`src/rtl/accum_pkg.sv`:
```
// Shared types and constants for the 8-bit accumulator and its operand feeder.
package accum_pkg;

  localparam int ACC_W = 8;

  typedef enum logic [1:0] {
    IDLE,
    FEED,
    RESTART
  } feeder_state_t;

endpackage

```
`src/rtl/accum_sync_fifo.sv`:
```
// Synchronous FIFO with level-based full/empty and no write-to-read bypass.
module accum_sync_fifo
  import accum_pkg::*;
#(
  parameter int DATA_W = ACC_W,
  parameter int DEPTH  = 8
) (
  input  logic                     i_clk,
  input  logic                     ni_rst,
  input  logic                     i_push,
  input  logic [DATA_W-1:0]        i_wdata,
  input  logic                     i_pop,
  output logic [DATA_W-1:0]        o_rdata,
  output logic [$clog2(DEPTH):0]   o_level,
  output logic                     o_full,
  output logic                     o_empty
);

  localparam int AW = $clog2(DEPTH);
  localparam int LW = AW + 1;

  logic [DATA_W-1:0] mem [DEPTH];
  logic [AW-1:0]     wr_ptr;
  logic [AW-1:0]     rd_ptr;
  logic [LW-1:0]     level;

  assign o_rdata = mem[rd_ptr];
  assign o_level = level;
  assign o_full  = (level == LW'(DEPTH));
  assign o_empty = (level == '0);

  always_ff @(posedge i_clk) begin
    if (i_push) begin
      mem[wr_ptr] <= i_wdata;
    end
  end

  // Pointers wrap naturally since DEPTH is a power of two.
  always_ff @(posedge i_clk) begin
    if (!ni_rst) begin
      wr_ptr <= '0;
      rd_ptr <= '0;
      level  <= '0;
    end else begin
      if (i_push) begin
        wr_ptr <= wr_ptr + AW'(1);
      end
      if (i_pop) begin
        rd_ptr <= rd_ptr + AW'(1);
      end
      case ({i_push, i_pop})
        2'b10:   level <= level + LW'(1);
        2'b01:   level <= level - LW'(1);
        default: level <= level;
      endcase
    end
  end

endmodule

```
`src/rtl/accum_operand_feeder.sv`:
```
// Operand feeder for the accumulator: FIFO, idle filler and overflow bubble.
// Build option FEEDER_ZERO_SKIP_EN: zero bytes are acknowledged but not stored.
module accum_operand_feeder
  import accum_pkg::*;
#(
  parameter int DATA_W = ACC_W,
  parameter int DEPTH  = 8
) (
  input  logic                   i_clk,
  input  logic                   ni_rst,
  input  logic                   i_valid,
  input  logic [DATA_W-1:0]      i_data,
  output logic                   o_ready,
  input  logic                   i_ovf,
  output logic [DATA_W-1:0]      o_a,
  output logic                   o_a_valid,
  output logic                   o_restart,
  output logic [$clog2(DEPTH):0] o_level,
  output logic                   o_full,
  output logic                   o_empty
);

  localparam int LW = $clog2(DEPTH) + 1;

  feeder_state_t     state;
  logic              push_hs;
  logic              push_wr;
  logic              pop;
  logic [DATA_W-1:0] head;
  logic [LW-1:0]     lvl_nxt;

  assign o_ready = !o_full;
  assign push_hs = i_valid && o_ready;

`ifdef FEEDER_ZERO_SKIP_EN
  assign push_wr = push_hs && (i_data != '0);
`else
  assign push_wr = push_hs;
`endif

  // Overflow wins over popping so nothing is consumed during the clear.
  assign pop = (state == FEED) && !i_ovf && !o_empty;

  always_comb begin
    lvl_nxt = o_level;
    if (push_wr && !pop) begin
      lvl_nxt = o_level + LW'(1);
    end else if (!push_wr && pop) begin
      lvl_nxt = o_level - LW'(1);
    end
  end

  accum_sync_fifo #(
    .DATA_W (DATA_W),
    .DEPTH  (DEPTH)
  ) u_fifo (
    .i_clk   (i_clk),
    .ni_rst  (ni_rst),
    .i_push  (push_wr),
    .i_wdata (i_data),
    .i_pop   (pop),
    .o_rdata (head),
    .o_level (o_level),
    .o_full  (o_full),
    .o_empty (o_empty)
  );

  always_ff @(posedge i_clk) begin
    if (!ni_rst) begin
      state     <= IDLE;
      o_a       <= '0;
      o_a_valid <= 1'b0;
      o_restart <= 1'b0;
    end else begin
      o_a       <= pop ? head : '0;
      o_a_valid <= pop;
      o_restart <= (state == FEED) && i_ovf;
      unique case (state)
        IDLE: begin
          if (lvl_nxt != '0) begin
            state <= FEED;
          end
        end
        FEED: begin
          if (i_ovf) begin
            state <= RESTART;
          end else if (lvl_nxt == '0) begin
            state <= IDLE;
          end
        end
        RESTART: begin
          state <= (lvl_nxt != '0) ? FEED : IDLE;
        end
        default: state <= IDLE;
      endcase
    end
  end

endmodule

```
`config.mk`:
```
export PLATFORM = sky130hd
export DESIGN_NAME = accum_operand_feeder
export DESIGN_NICKNAME = d
export VERILOG_FILES = /design/src/rtl/accum_pkg.sv /design/src/rtl/accum_sync_fifo.sv /design/src/rtl/accum_operand_feeder.sv
export SDC_FILE = /design/constraint.sdc
export NUM_CORES = 1
export LEC_CHECK = 0
export CELL_PAD_IN_SITES_DETAIL_PLACEMENT = 0
export CELL_PAD_IN_SITES_GLOBAL_PLACEMENT = 1
export CORE_UTILIZATION = 45
export DETAILED_ROUTE_END_ITERATION = 12
export DONT_BUFFER_PORTS = 1
export GPL_TIMING_DRIVEN = 1
export PLACE_DENSITY = 0.79
export SLEW_MARGIN = 20
export SYNTH_ARGS = -nofsm -noshare
export SYNTH_HDL_FRONTEND = slang
export SYNTH_SLANG_ARGS = --single-unit
```
`constraint.sdc`:
```
create_clock -name i_clk -period 3.6 [get_ports i_clk]
set_clock_uncertainty 0.15 [all_clocks]
set_input_delay 1.08 -clock i_clk [delete_from_list [all_inputs] [get_ports i_clk]]
set_output_delay 1.08 -clock i_clk [all_outputs]
set_load 0.01 [all_outputs]
```
### Yosys cells after proc, flatten, opt, wreduce, memory -nomap -nowiden

Memories as Yosys holds them, arrays and structs flattened. A register that Yosys moved wholly into a read port is not among the register bits.
Cells that the tools add are included.

| storage, ports and cells | value |
|---|---|
| flip-flop bits (word level) | 14 |
| RAM bits | 64 |
| input port bits | 12 |
| output and inout port bits | 17 |
| word-level logic and storage cells | 47 |
| memories | 1 |

Memories:

| name | words | bits a word | rd ports | clocked after Yosys merged registers in | write ports | RTL line | RTL |
|---|---|---|---|---|---|---|---|
| u_fifo.mem | 8 | 8 | 1 | 1 | 1 | accum_sync_fifo.sv:22 | `logic [DATA_W-1:0] mem [DEPTH];` |

| cells by class | value |
|---|---|
| add/subtract/negate cells | 4 |
| eq/ne operators | 7 |
| multiplexer cells | 10 |
| reductions and logical operators | 19 |

Operators by type and width:

| kind | number |
|---|---|
| logical NOT 4 bit | 2 |
| 2-to-1 mux 4 bit | 2 |
| case mux 4 bit (2 select lines) | 1 |
| adder 3 x 1 -> 3 bit, second input constant | 2 |
| logical AND 1 bit | 6 |
| logical NOT 1 bit | 6 |
| 2-to-1 mux 2 bit | 3 |
| case mux 2 bit (3 select lines) | 1 |
| adder 4 x 1 -> 4 bit, second input constant | 1 |
| == test 2 x 1 -> 1 bit, second input constant | 2 |
| == test 2 bit, second input constant | 2 |
| == test 4 bit, second input constant | 1 |
| AND reduction 2 bit | 2 |
| nonzero test 4 bit | 1 |
| subtractor 4 x 1 -> 4 bit, second input constant | 1 |
| 2-to-1 mux 1 bit | 3 |
| != test 3 x 2 -> 1 bit, second input constant | 1 |
| logical NOT 2 bit | 1 |
| != test 2 bit, second input constant | 1 |
| nonzero test 2 bit | 1 |

### Logic depth before layout (Yosys ltp)

| depth | value |
|---|---|
| depth in word-level cells | 11 |
| depth in mapped cells | 10 |
| gate-level depth less buffers | 9 |

### Modules after synthesis

A second synthesis with hierarchy kept.

| second synthesis, totals | value |
|---|---|
| cell total of the unflattened synthesis | 213 |
| area total of the unflattened synthesis | 3633.5 um^2 |

By module, submodules not included:

| module | times used | cells an instance | area an instance (um^2) | seq. area each (um^2) |
|---|---|---|---|---|
| accum_sync_fifo | 1 | 164 | 3130.5 | 2182.1 |
| accum_operand_feeder | 1 | 49 | 503.0 | 240.2 |

### Worst setup path after synthesis

No wires, ideal clock.

| timing path | value |
|---|---|
| kind | input to register |
| from | input i_ovf |
| to | register u_fifo.level[3] (netlist: u_fifo.o_level[3]) |
| library setup time | 0.118 ns |
| arrival | 2.438 ns |
| required time | 3.332 ns |
| path slack | 0.893 ns |
| stages on the path | 7 |
| path buffers | 1 |
| path through | nor3_4 -> ha_1 -> buf_6 -> or4b_1 -> a21oi_2 -> xnor2_1 -> nor2_1 |

| on the way | value |
|---|---|
| longest elaborated chain between the ends | 5 |
| elaborated cells on any way between the ends | 7 |
| classes of those cells | eq/ne: 2; mux: 1; reduce/logical: 4 |

RTL lines:

| element | RTL line | RTL |
|---|---|---|
| start, declared | accum_operand_feeder.sv:14 | `input logic i_ovf,` |
| logical NOT 1 bit (*) | accum_operand_feeder.sv:42 | `assign pop = (state == FEED) && !i_ovf && !o_empty;` |
| logical AND 1 bit (*) (2 in a row) | accum_operand_feeder.sv:42 |  |
| == test 2 x 1 -> 1 bit or == test 2 bit (tied branches) | accum_sync_fifo.sv:51 | `case ({i_push, i_pop})` |
| case mux 4 bit (2 select lines) or nonzero test 2 bit (tied branches) | -- |  |
| end signal, assigned | accum_sync_fifo.sv:52 | `2'b10: level <= level + LW'(1);` |
| end signal, assigned | accum_sync_fifo.sv:53 | `2'b01: level <= level - LW'(1);` |
| end signal, assigned | accum_sync_fifo.sv:54 | `default: level <= level;` |
| end, declared | accum_sync_fifo.sv:25 | `logic [LW-1:0] level;` |

Mark *: on every way between the ends. The rest lies on a longest branch, timed or not.
A chain may end at the register's enable or synchronous reset.

### Worst setup path in the final report

| timing path | value |
|---|---|
| from | register u_fifo.level[0] (netlist: u_fifo.o_level[0]) |
| to | output o_full |

| on the way | value |
|---|---|
| longest elaborated chain between the ends | 1 |

RTL lines:

| element | RTL line | RTL |
|---|---|---|
| == test 4 bit | accum_sync_fifo.sv:29 | `assign o_full = (level == LW'(DEPTH));` |
| end, declared | accum_operand_feeder.sv:19 | `output logic o_full,` |

No other way between the ends.

==> flow_metrics.env <==
export IMPL_grtUsageTotal=0.1619
export IMPL_layout_nets=241
export IMPL_grt_overflow=0
export IMPL_muxShareOfSynthArea=0.1331
export IMPL_p_int_mw=1.567
export IMPL_grt_pass1_wl_um=9121
export IMPL_pwr_share_clk=0.365
export IMPL_p_leak_nw=1.230
export IMPL_synth_edff_count=64
export IMPL_syn_area_per_cell_um2=16.55
export IMPL_drive_above_1_share=0.1991
export IMPL_synth_area_top_cells="edfxtp_1, dfxtp_1, mux4_2"
export IMPL_powerDensity_nw_per_um2=533.1
export IMPL_synth_top_family_by_area="multiplexers"
export IMPL_rsz0062_at_grt="no"
export IMPL_worst_pin_slew_ns=0.8933
export IMPL_detail_route_first_pass_iterations=4
export IMPL_antenna_found_initial=0
export IMPL_hold_viol_final=0
export IMPL_cts_buffer_depth=2
export IMPL_core_um2=7331
export IMPL_max_slew_margin_rel=0.4037
export IMPL_cp_data_required_time_ns=2.37
export IMPL_fp_dieW_um=89.68
export IMPL_yosysTopAreaCell="edfxtp_1"
export IMPL_cpMostUsedCell="inv_1"
export IMPL_root_buffer="clkbuf_8"
export IMPL_gp_congestion=0.7760
export IMPL_finalSetupTns_ns=0
export IMPL_dr_wl_met3_um=278
export IMPL_clk_pin_slew_worst_paths_ns=0.09
export IMPL_hold_class="flip-flop to flip-flop"
export IMPL_dieArea_um2=8043
export IMPL_slew_violations=0
export IMPL_synth_seq_cells=86
export IMPL_syn_nets=229
export IMPL_crit_arrival_ns=1.80
export IMPL_wl_met1_um=2690
export IMPL_finish_utilization=0.5182
export IMPL_synthToLayoutAreaGrowth_pct=9.801
export IMPL_swShare=0.2260
export IMPL_grt_pass1_vias=1742
export IMPL_wl_um=5783
export IMPL_dp_cells=309
export IMPL_async_flop_share=0
export IMPL_slowest_stage="dfxtp_1"
export IMPL_synth_compound_area_frac=0.02315
export IMPL_worst_hold_slack_ns=0.4036
export IMPL_ios=29
export IMPL_synth_warnings=0
export IMPL_status="completed"
export IMPL_start_util=0.4719
export IMPL_drc_errors=0
export IMPL_drtAntennaViolNets=0
export IMPL_cts_tree="done"
export IMPL_worstSkewPairLatency_ns=0.35
export IMPL_max_stage_delay_ns=0.51
export IMPL_num_vias=1714
export IMPL_fmax_mhz=330.4
export IMPL_drtIter0Drc=74
export IMPL_critPathKind="flip-flop to output pin"
export IMPL_fin_crit_sh=0.8406
export IMPL_maxUsedRoutingLayer="met4"
export IMPL_die_height_um=89.68
export IMPL_row_count=31
export IMPL_path_buf_inv=2
export IMPL_power_switching_mw=0.4576
export IMPL_cts_hold_buf=0
export IMPL_synth_top_cell_area_share=0.5555
export IMPL_final_cells=325
export IMPL_antenna_cells=0
export IMPL_yosysSeqAreaShare=0.6828
export IMPL_syn_inst=209
export IMPL_wl_per_cell_um=17.79
export IMPL_synth_distinct_cells=36
export IMPL_crit_family="flip-flops"
export IMPL_setup_violations=0
export IMPL_crit_fanout=8
export IMPL_endpoint_kind="output pin"
export IMPL_yosys_area_share_simple=0.08210
export IMPL_crit_path_start_kind="flip-flop"
export IMPL_io_buffers=0
export IMPL_synthAdderAreaFrac=0.02893
export IMPL_peakVddDrop_uv=182.9
export IMPL_hpwl_um=3794
export IMPL_numCtsBuffers=9
export IMPL_p_comb_frac=0.079
export IMPL_drv_cap=0
export IMPL_synth_main_ff_cell="edfxtp_1"
export IMPL_fill_cells=582
export IMPL_power_frac_seq=0.556
export IMPL_via_per_inst=5.274
export IMPL_post_cts_setup_buffer_count=0
export IMPL_fin_crit_ns=3.026
export IMPL_cp_cell_sequence="inv_1 -> ha_1 -> nand3b_1 -> inv_1"
export IMPL_synth_commonest_cells="edfxtp_1, nor2_1, dfxtp_1"
export IMPL_synth_xor_area_frac=0.02025
export IMPL_wl_met2_um=2721
export IMPL_synth_most_common_cell="edfxtp_1"
export IMPL_syn_cell_area_um2=3460
export IMPL_cts_resized=0
export IMPL_htreeDepth=3
export IMPL_grt_max_degree=19
export IMPL_cts_sinks=86
-- stage by stage --
step	power, mW	area, um2	worst slack, ns
after floorplan	1.277	3460	0.8934
after global placement	1.308	3578	0.6689
after detailed placement	1.311	3578	0.6493
after CTS	2.040	3799	0.5779
after global routing	2.096	3799	0.3758
final	2.025	3799	0.5738
-- registers in the layout (all words and copies together), names as in the netlist --
| register | flops |
|---|---|
| u_fifo.o_level | 4 |
| u_fifo.wr_ptr | 3 |
| state | 2 |
| o_a_valid | 1 |
| o_restart | 1 |
| u_fifo.rd_ptr | 3 |
| u_fifo.mem | 64 |
| o_a | 8 |
-- worst paths after layout --
path                        to  slack, ns  depth (start not counted)              start
min           u_fifo.wr_ptr[1]       0.40                          2   u_fifo.wr_ptr[1]
min reg2reg   u_fifo.wr_ptr[1]       0.40                          2   u_fifo.wr_ptr[1]
max reg2reg  u_fifo.o_level[3]       0.63                          9  u_fifo.o_level[0]
max                     o_full       0.57                          4  u_fifo.o_level[0]
-- cell type report --
type | count | area (um2) | area share
Sequential cell | 86 | 2362 | 0.6219
Multi-Input combinational cell | 107 | 994.7 | 0.2619
Clock buffer | 10 | 127.6 | 0.03360
Tap cell | 99 | 123.9 | 0.03261
Clock inverter | 6 | 92.59 | 0.02437
Timing Repair Buffer | 9 | 67.56 | 0.01779
Inverter | 8 | 30.03 | 0.007905
-- cell usage in the layout (no fill, tap or decap), types with 2 or more instances in the layout --
master / instances
edfxtp_1: 64
nor2_1: 23
dfxtp_1: 22
mux4_2: 16
mux2i_1: 10
clkbuf_8: 9
buf_4: 9
ha_1: 8
inv_1: 7
nor3_1: 6
a21oi_1: 5
xnor2_1: 5
nand3_1: 4
nand2_1: 4
nand2b_1: 3
xor2_1: 3
o21ai_0: 3
nand4b_1: 2
a211oi_1: 2
inv_6: 2
clkinvlp_4: 2
bufinv_16: 2
-- power by group through the flow --
stage          logic, mW  clock network (mW)  registers (mW)
4_1_cts            0.163               0.752            1.13
6_report           0.160               0.739            1.13
5_1_grt            0.180               0.786            1.13
3_3_place_gp       0.161                   0            1.15
2_1_floorplan      0.138                   0            1.14
3_5_place_dp       0.163                   0            1.15
-- layer usage --
metal	vias to the layer above	track usage
met5	-	0
met2	44	0.2459
met1	848	0.2188
li1	812	-
met4	0	0.07071
met3	10	0.04570
-- worst reg2reg max path: stages, from the launching register on --
cell and delay [ns]:
dfxtp_1 0.51, inv_1 0.16, ha_1 0.30, nor3b_2 0.23
nor3_4 0.30, ha_1 0.40, or4b_1 0.50, a21oi_2 0.16
xnor2_1 0.12, nor2_1 0.05
-- cells by family after synthesis --
| kind of cell | Yosys count |
|---|---|
| DFF | 86 |
| and+or+nand+nor | 52 |
| muxes | 26 |
| buffers and inverters | 16 |
| AOI/OAI and AO/OA | 13 |
| xor gates and xnor gates | 8 |
| adders and majority gates | 8 |
(Power assumes the default switching activity.)
